File: src/rtl/popcount_stream_acc.sv
// Streaming popcount accumulator: per-beat popcount, frame total, threshold fire bit.
// Optional signed ternary mode (input_b negative mask) under POPCOUNT_TERNARY_EN.
module popcount_stream_acc #(
    parameter  int unsigned WIDTH     = 18,
    parameter  int unsigned MAX_BEATS = 8,
    localparam int unsigned CNT_W     = $clog2(WIDTH + 1),
    localparam int unsigned OUT_W     = $clog2(WIDTH * MAX_BEATS + 1),
`ifdef POPCOUNT_TERNARY_EN
    localparam int unsigned VAL_W     = CNT_W + 1,
    localparam int unsigned RES_W     = OUT_W + 1
`else
    localparam int unsigned VAL_W     = CNT_W,
    localparam int unsigned RES_W     = OUT_W
`endif
) (
    input  logic             clk,
    input  logic             rst,
    input  logic [WIDTH-1:0] input_a,
`ifdef POPCOUNT_TERNARY_EN
    input  logic [WIDTH-1:0] input_b,
`endif
    input  logic             in_valid,
    input  logic             in_last,
    output logic             in_ready,
    input  logic [RES_W-1:0] thresh,
    output logic             out_valid,
    input  logic             out_ready,
    output logic [RES_W-1:0] out_count,
    output logic             out_fire,
    output logic             out_ovf
);

    localparam int unsigned BEAT_W = $clog2(MAX_BEATS + 1);

    typedef enum logic [1:0] {S_ACC, S_CLOSE, S_HOLD} state_e;

    state_e state_q, state_d;
    logic   in_ready_q, in_ready_d;

    logic             v_q;
    logic [VAL_W-1:0] cnt_q;
    logic             last_q;
    logic [RES_W-1:0] thr_q;
    logic [RES_W-1:0] acc_q;
    logic [BEAT_W-1:0] beat_q;
    logic             out_valid_q;
    logic [RES_W-1:0] out_count_q;
    logic             out_fire_q;
    logic             out_ovf_q;

    logic             accept_c;
    logic             first_acc_c;
    logic             closing_acc_c;
    logic             close_c;
    logic [VAL_W-1:0] beat_val_c;
    logic [RES_W-1:0] cnt_ext_c;
    logic [RES_W-1:0] acc_new_c;
    logic             fire_c;

    function automatic logic [CNT_W-1:0] popcnt(input logic [WIDTH-1:0] v);
        logic [CNT_W-1:0] n;
        n = '0;
        for (int unsigned i = 0; i < WIDTH; i++) begin
            n = n + CNT_W'(v[i]);
        end
        return n;
    endfunction

    // Beat value, extension to accumulator width and threshold compare per arithmetic mode
`ifdef POPCOUNT_TERNARY_EN
    assign beat_val_c = VAL_W'(popcnt(input_a & ~input_b)) - VAL_W'(popcnt(input_b & ~input_a));
    assign cnt_ext_c  = {{(RES_W - VAL_W){cnt_q[VAL_W-1]}}, cnt_q};
    assign fire_c     = $signed(acc_new_c) >= $signed(thr_q);
`else
    assign beat_val_c = popcnt(input_a);
    assign cnt_ext_c  = RES_W'(cnt_q);
    assign fire_c     = acc_new_c >= thr_q;
`endif

    // Stage 1 sees beats before stage 2 counts them; v_q marks one in flight
    assign accept_c      = in_valid & in_ready_q;
    assign first_acc_c   = (beat_q == '0) & ~v_q;
    assign closing_acc_c = in_last |
                           ((beat_q + BEAT_W'(v_q)) == BEAT_W'(MAX_BEATS - 1));
    assign close_c       = last_q | ((beat_q + BEAT_W'(1)) == BEAT_W'(MAX_BEATS));
    assign acc_new_c     = ((beat_q == '0) ? '0 : acc_q) + cnt_ext_c;

    // State register
    always_ff @(posedge clk or posedge rst) begin
        if (rst) begin
            state_q    <= S_ACC;
            in_ready_q <= 1'b0;
        end else begin
            state_q    <= state_d;
            in_ready_q <= in_ready_d;
        end
    end

    // Next-state logic
    always_comb begin
        state_d = state_q;
        case (state_q)
            S_ACC:   if (accept_c && closing_acc_c) state_d = S_CLOSE;
            S_CLOSE: state_d = S_HOLD;
            S_HOLD:  if (out_valid_q && out_ready) state_d = S_ACC;
            default: state_d = S_ACC;
        endcase
    end

    // Output logic: in_ready is registered from the upcoming state
    always_comb begin
        in_ready_d = 1'b0;
        if (state_d == S_ACC) in_ready_d = 1'b1;
    end

    // Datapath: stage-1 popcount, stage-2 accumulate and close
    always_ff @(posedge clk or posedge rst) begin
        if (rst) begin
            v_q         <= 1'b0;
            cnt_q       <= '0;
            last_q      <= 1'b0;
            thr_q       <= '0;
            acc_q       <= '0;
            beat_q      <= '0;
            out_valid_q <= 1'b0;
            out_count_q <= '0;
            out_fire_q  <= 1'b0;
            out_ovf_q   <= 1'b0;
        end else begin
            v_q <= accept_c;
            if (accept_c) begin
                cnt_q  <= beat_val_c;
                last_q <= in_last;
                if (first_acc_c) thr_q <= thresh;
            end
            if (v_q) begin
                acc_q <= acc_new_c;
                if (close_c) begin
                    beat_q      <= '0;
                    out_count_q <= acc_new_c;
                    out_fire_q  <= fire_c;
                    out_ovf_q   <= ~last_q;
                    out_valid_q <= 1'b1;
                end else begin
                    beat_q <= beat_q + BEAT_W'(1);
                end
            end else if (out_valid_q && out_ready) begin
                out_valid_q <= 1'b0;
            end
        end
    end

    assign in_ready  = in_ready_q;
    assign out_valid = out_valid_q;
    assign out_count = out_count_q;
    assign out_fire  = out_fire_q;
    assign out_ovf   = out_ovf_q;

endmodule

File: config.mk
export PLATFORM = sky130hd
export DESIGN_NAME = popcount_stream_acc
export DESIGN_NICKNAME = d
export VERILOG_FILES = /design/src/rtl/popcount_stream_acc.sv
export SDC_FILE = /design/constraint.sdc
export NUM_CORES = 1
export LEC_CHECK = 0
export CAP_MARGIN = 25
export CORE_MARGIN = 2
export CORE_UTILIZATION = 25
export DETAILED_ROUTE_END_ITERATION = 7
export GPL_ROUTABILITY_DRIVEN = 0
export SYNTH_ARGS = -nofsm -noshare
export SYNTH_HDL_FRONTEND = slang
export SYNTH_SLANG_ARGS = --single-unit
File: constraint.sdc
create_clock -name clk -period 8.65 [get_ports clk]
set_input_delay 1.73 -clock clk [delete_from_list [all_inputs] [get_ports clk]]
set_output_delay 1.73 -clock clk [all_outputs]
set_load 0.05 [all_outputs]
# Word-level counts from Yosys, hierarchy flattened
# Cells that the tools add are included.
[word_totals]
register_bits = 41
in_bits = 31
output_inout_bits = 12
wordCells = 62
[classes]
add_sub_neg = 20
order_cmp = 1
n_eq_ne = 5
muxes = 9
bitwise_logic = 6
n_reduce_logical = 9
[op_table]
columns = ["operator", "n"]
rows = [
  ["$add A5 B1 Y5", 13],
  ["$add A8 B5 Y8", 1],
  ["$ge A8 B8 Y1", 1],
  ["$mux W8", 1],
  ["$pmux W2 S3", 1],
  ["$reduce_and A2 Y1", 3],
  ["$add A4 B1 Y5", 1],
  ["$add A3 B1 Y4", 1],
  ["$add A4 B1 Y4", 1],
  ["$add A4 B1 Y4 const B", 1],
  ["$eq A4 B3 Y1 const B", 1],
  ["$eq A4 B4 Y1 const B", 1],
  ["$logic_not A2 Y1", 2],
  ["$logic_not A4 Y1", 1],
  ["$mux W1", 4],
  ["$mux W2", 2],
  ["$mux W4", 1],
  ["$add A2 B1 Y3", 1],
  ["$add A1 B1 Y2", 1],
  ["$and A1 B1 Y1", 2],
  ["$eq A2 B1 Y1 const B", 1],
  ["$eq A2 B2 Y1 const B", 1],
  ["$logic_and A1 B1 Y1", 2],
  ["$ne A2 B1 Y1 const B", 1],
  ["other kinds (3)", 5],
]

# Longest topological paths before layout
[depth]
ltp_word = 17
ltp_mapped = 15
mapped_depth_nobuf = 14

# Worst setup path after synthesis
# No wires, ideal clock.
[synth_timing]
kind = "input-to-reg"
startpoint = "input port input_a[0]"
endpoint = "register cnt_q[4]"
setup_ns = 0.137
arrival_time_ns = 5.114
required_time_ns = 8.513
setup_slack_ns = 3.399
path_stages = 13
path_buffers = 0
cell_sequence = "inv_1 -> fa_1 -> fa_1 -> fa_1 -> fa_1 -> fa_1 -> inv_1 -> ha_1 -> fa_1 -> a21oi_1 -> nor2_1 -> nor2_1 -> o21ai_0"
[synth_between]
elab_chain_len = 17
[synth_lines]
columns = ["item", "line", "source"]
rows = [
  ["start, declared", "18", "input logic [WIDTH-1:0] input_a,"],
  ["$add A1 B1 Y2", "64", "n = n + CNT_W'(v[i]);"],
  ["$add A2 B1 Y3", "64", ""],
  ["$add A3 B1 Y4", "64", ""],
  ["$add A4 B1 Y5", "64", ""],
  ["$add A5 B1 Y5 (13 in series)", "64", ""],
  ["end signal, assigned", "132", "cnt_q <= beat_val_c;"],
  ["end, declared", "41", "logic [VAL_W-1:0] cnt_q;"],
]
# Every way passes these cells.
# A chain may end at the register's enable or synchronous reset.

# Worst setup path in the final report
# Same ends and word-level chain as after synthesis.

==> results.md <==
- Status: complete, no violations
- Post-synthesis instance area: 2660 µm²
- Antenna violation net count after detailed routing: 0
- Top cells by area in the synthesized netlist: dfrtp_1 39%, ha_1 12%, fa_1 9.8%
- Leading area contributor after synthesis: dfrtp_1
- Unrepaired setup endpoints after global routing: no
- Category of the critical setup timing path: primary input to flip-flop
- Area of the core: 10300 µm²
- Cell at the root of the clock tree: clkbuf_8
- Violation count after the first detailed-route iteration: 84
- Maximum fanout encountered on the critical timing path: 2
- Slew headroom: 60.3%
- Beginning of the critical path: input_a[0]
- Worst min-delay path category: flip-flop to flip-flop
- Register-to-register path setup slack: 5210 ps
- Setup crit end: cnt_q[4]
- Portion of the post-synthesis area used by sequential elements: 38.6%
- Total number of placement rows: 37
- Distinct cell type count of the synthesized netlist: 45
- Fraction of layout cells with a size suffix above 1: 8.08%
- Power density of the placed cells: 139 nW/µm²
- Count of flip-flops with a built-in enable after synthesis: 0
- Largest net degree at the start of global routing: 42
- Signed area change from the synthesized netlist to the final layout: 24.1%
- Clk sinks: 41
- Endpoint of the most critical register-to-register path: out_fire
- Number of clock buffers inserted by TritonCTS: 5
- Hold wc startpoint: state_q[1]
- Maximum resistive drop on vdd: 0.0566 mV
- Final hold vios: 0
- Crit path capture type: flip-flop
- Clock insertion delay at the later pin of the skew report: 290 ps
- Overall routing resource usage: 9.65%
- Antenna violations before repair: 0
- Min-Delay Path Depth: 1
- Max Clock Skew: 9.10 ps
- Number of detailed-routing iterations run before antenna repair: 4
- Register clock-pin slew on the reported worst setup and hold paths: 70 ps
- Main flop type after synthesis: dfrtp_1
- Total Die Area: 11500 µm²
- Critical Path AT: 5690 ps
- Layout Nets: 366
- Data required time of the critical path: 8800 ps
- Vias after detailed routing: 1925
- Startpoint class of the critical path: primary input
- Final HPWL from detailed placement: 3910 µm
- Max-cap violation count: 0
- Horizontal extent of the die: 107 µm
- Global-route wire length before repair: 8870 µm
- Max-slew violation total from the final report: 0
- Proportion of synthesized flip-flops having asynchronous set or reset: 100%
- Number of warnings issued by yosys: 0
- Post-Route Setup TNS: 0 ps
- Total detailed-routing wirelength: 4980 µm
- Transition time at the pin with the least slew margin: 595 ps
- Most frequent cells after synthesis: 41 x dfrtp_1, 41 x inv_1, 25 x ha_1
- Number of antenna cells inserted: 0
- Total of cells resized after clock tree synthesis: 0
- Number of top-level design ports: 43
- Maximum operating frequency: 180 MHz
- Drc violations: 0
- Height of the chip: 107 µm
- Clock tree from TritonCTS: yes
- Finish-stage setup viols: 0
- Total of fill cells in the finished design: 1051
- Post-layout utilization of the core: 32.0%
- Number of synthesized register bits: 41
- Number of global-route vias before repair: 2005
- Post-CTS repair timing setup buffer count: 0
- Reg2Reg Launch Point: beat_q[1]
- Initial core utilization: 25.8%
- # hold bufs at CTS: 0
- Top cell type's share of synthesized area: 38.6%
- Wirelength per Cell: 11.5 µm
- Final min period: 5540 ps
- IO Port Bufs: 42
- Net Count, Synth: 322
- Vias per Instance: 4.45
- Instance count of the mapped netlist: 253
- Static leakage: 1.64 nW
- Global-route congestion overflow total: 0
- Max Buffers Root-to-Sink: 2
- Mean Syn Cell Area: 10.5 µm²
- R2R cell count: 13
- Final cycle utilization of the critical path: 64.1%
- H-tree lvl count: 2
-- layer usage --
metal	track usage (%)	share of wire (%)	vias up
li1	-	-	938
met1	11.1	42	946
met2	17.3	52	39
met3	2.13	4.3	2
met4	3.71	0.80	0
met5	0	0	-
-- per-stage QoR --
stage          std cells  hold WS [ps]  setup WS, ps  instance area [µm²]  total power [mW]
2_1_floorplan        253           436          3400                 2660             0.303
3_3_place_gp         426           442          2870                 3220             0.338
3_5_place_dp         426           473          2770                 3220             0.342
4_1_cts              433           484          3080                 3300             0.469
5_1_grt              433           504          2900                 3300             0.503
6_report             433           489          3110                 3300             0.459
-- critical path, stage by stage --
cell and delay (ps):
clkdlybuf4s50_1 450, inv_1 50, fa_1 560, fa_1 440, fa_1 540, fa_1 430
fa_1 490, inv_1 40, ha_1 200, fa_1 400, a21oi_1 170, nor2_1 50
nor2_1 70, o21ai_0 80
-- cell families after synthesis --
logic type / after synthesis / synth area share (%)
AOI/OAI and AO/OA: 48 / 11.9
DFF: 41 / 38.6
muxes: 19 / 7.90
xor gates and xnor gates: 8 / 2.63
buffers and inverters: 48 / 7.52
adders and majority gates: 38 / 21.5
and+or+nand+nor: 51 / 9.92
-- state kept, by name, summed over array words and instances, names as in the netlist, 2 cells and up --
signal     count
cnt_q          5
out_count      8
beat_q         4
state_q        2
thr_q          8
acc_q          8
-- cells in the final DEF (no fill, tap or decap), drive strengths merged --
master         netlist  layout
clkdlybuf4s50        0      42
inv                 42      42
dfrtp               41      41
ha                  25      25
nand2               18      18
mux2                16      16
a21oi               13      13
fa                  13      13
o21ai               13      13
nor2                11      11
clkbuf               2       7
a21o                 6       6
and2                 6       6
xnor2                6       6
nor3                 4       4
o2bb2ai              3       3
mux2i                3       3
a211oi               3       3
o211ai               2       2
nand3b               2       2
nand3                2       2
xor2                 2       2
and3                 2       2
a31oi                2       2
or3b                 1       1
a21bo                1       1
or2                  1       1
a2bb2oi              1       1
nand2b               1       1
or4                  1       1
o32ai                1       1
a41oi                1       1
nor4                 1       1
o41a                 1       1
nand4                1       1
o31ai                1       1
buf                  4       1
-- power breakdown --
part	switching [mW]	internal [mW]	leakage [nW]
Clock	0.0631	0.0633	0.0443
Combinational	0.0686	0.0726	1.07
Sequential	0	0.192	0.531
Total	0.132	0.327	1.64
-- worst min path at each step --
stage                             to
after CTS                 state_q[0]
after global routing      state_q[0]
after floorplan           state_q[0]
after detailed placement  state_q[0]
after global placement    state_q[0]
final                     state_q[0]
-- cell type report --
class / count / area [µm²] / area share [%]
timing repair buffer: 43 / 428 / 13.0
tap: 136 / 170 / 5.15
inverter: 42 / 158 / 4.77
multi-input combinational: 164 / 1440 / 43.4
sequential: 41 / 1030 / 31.1
clock buffer: 7 / 86.3 / 2.61
Note: power is estimated with default switching activity, not from simulation.
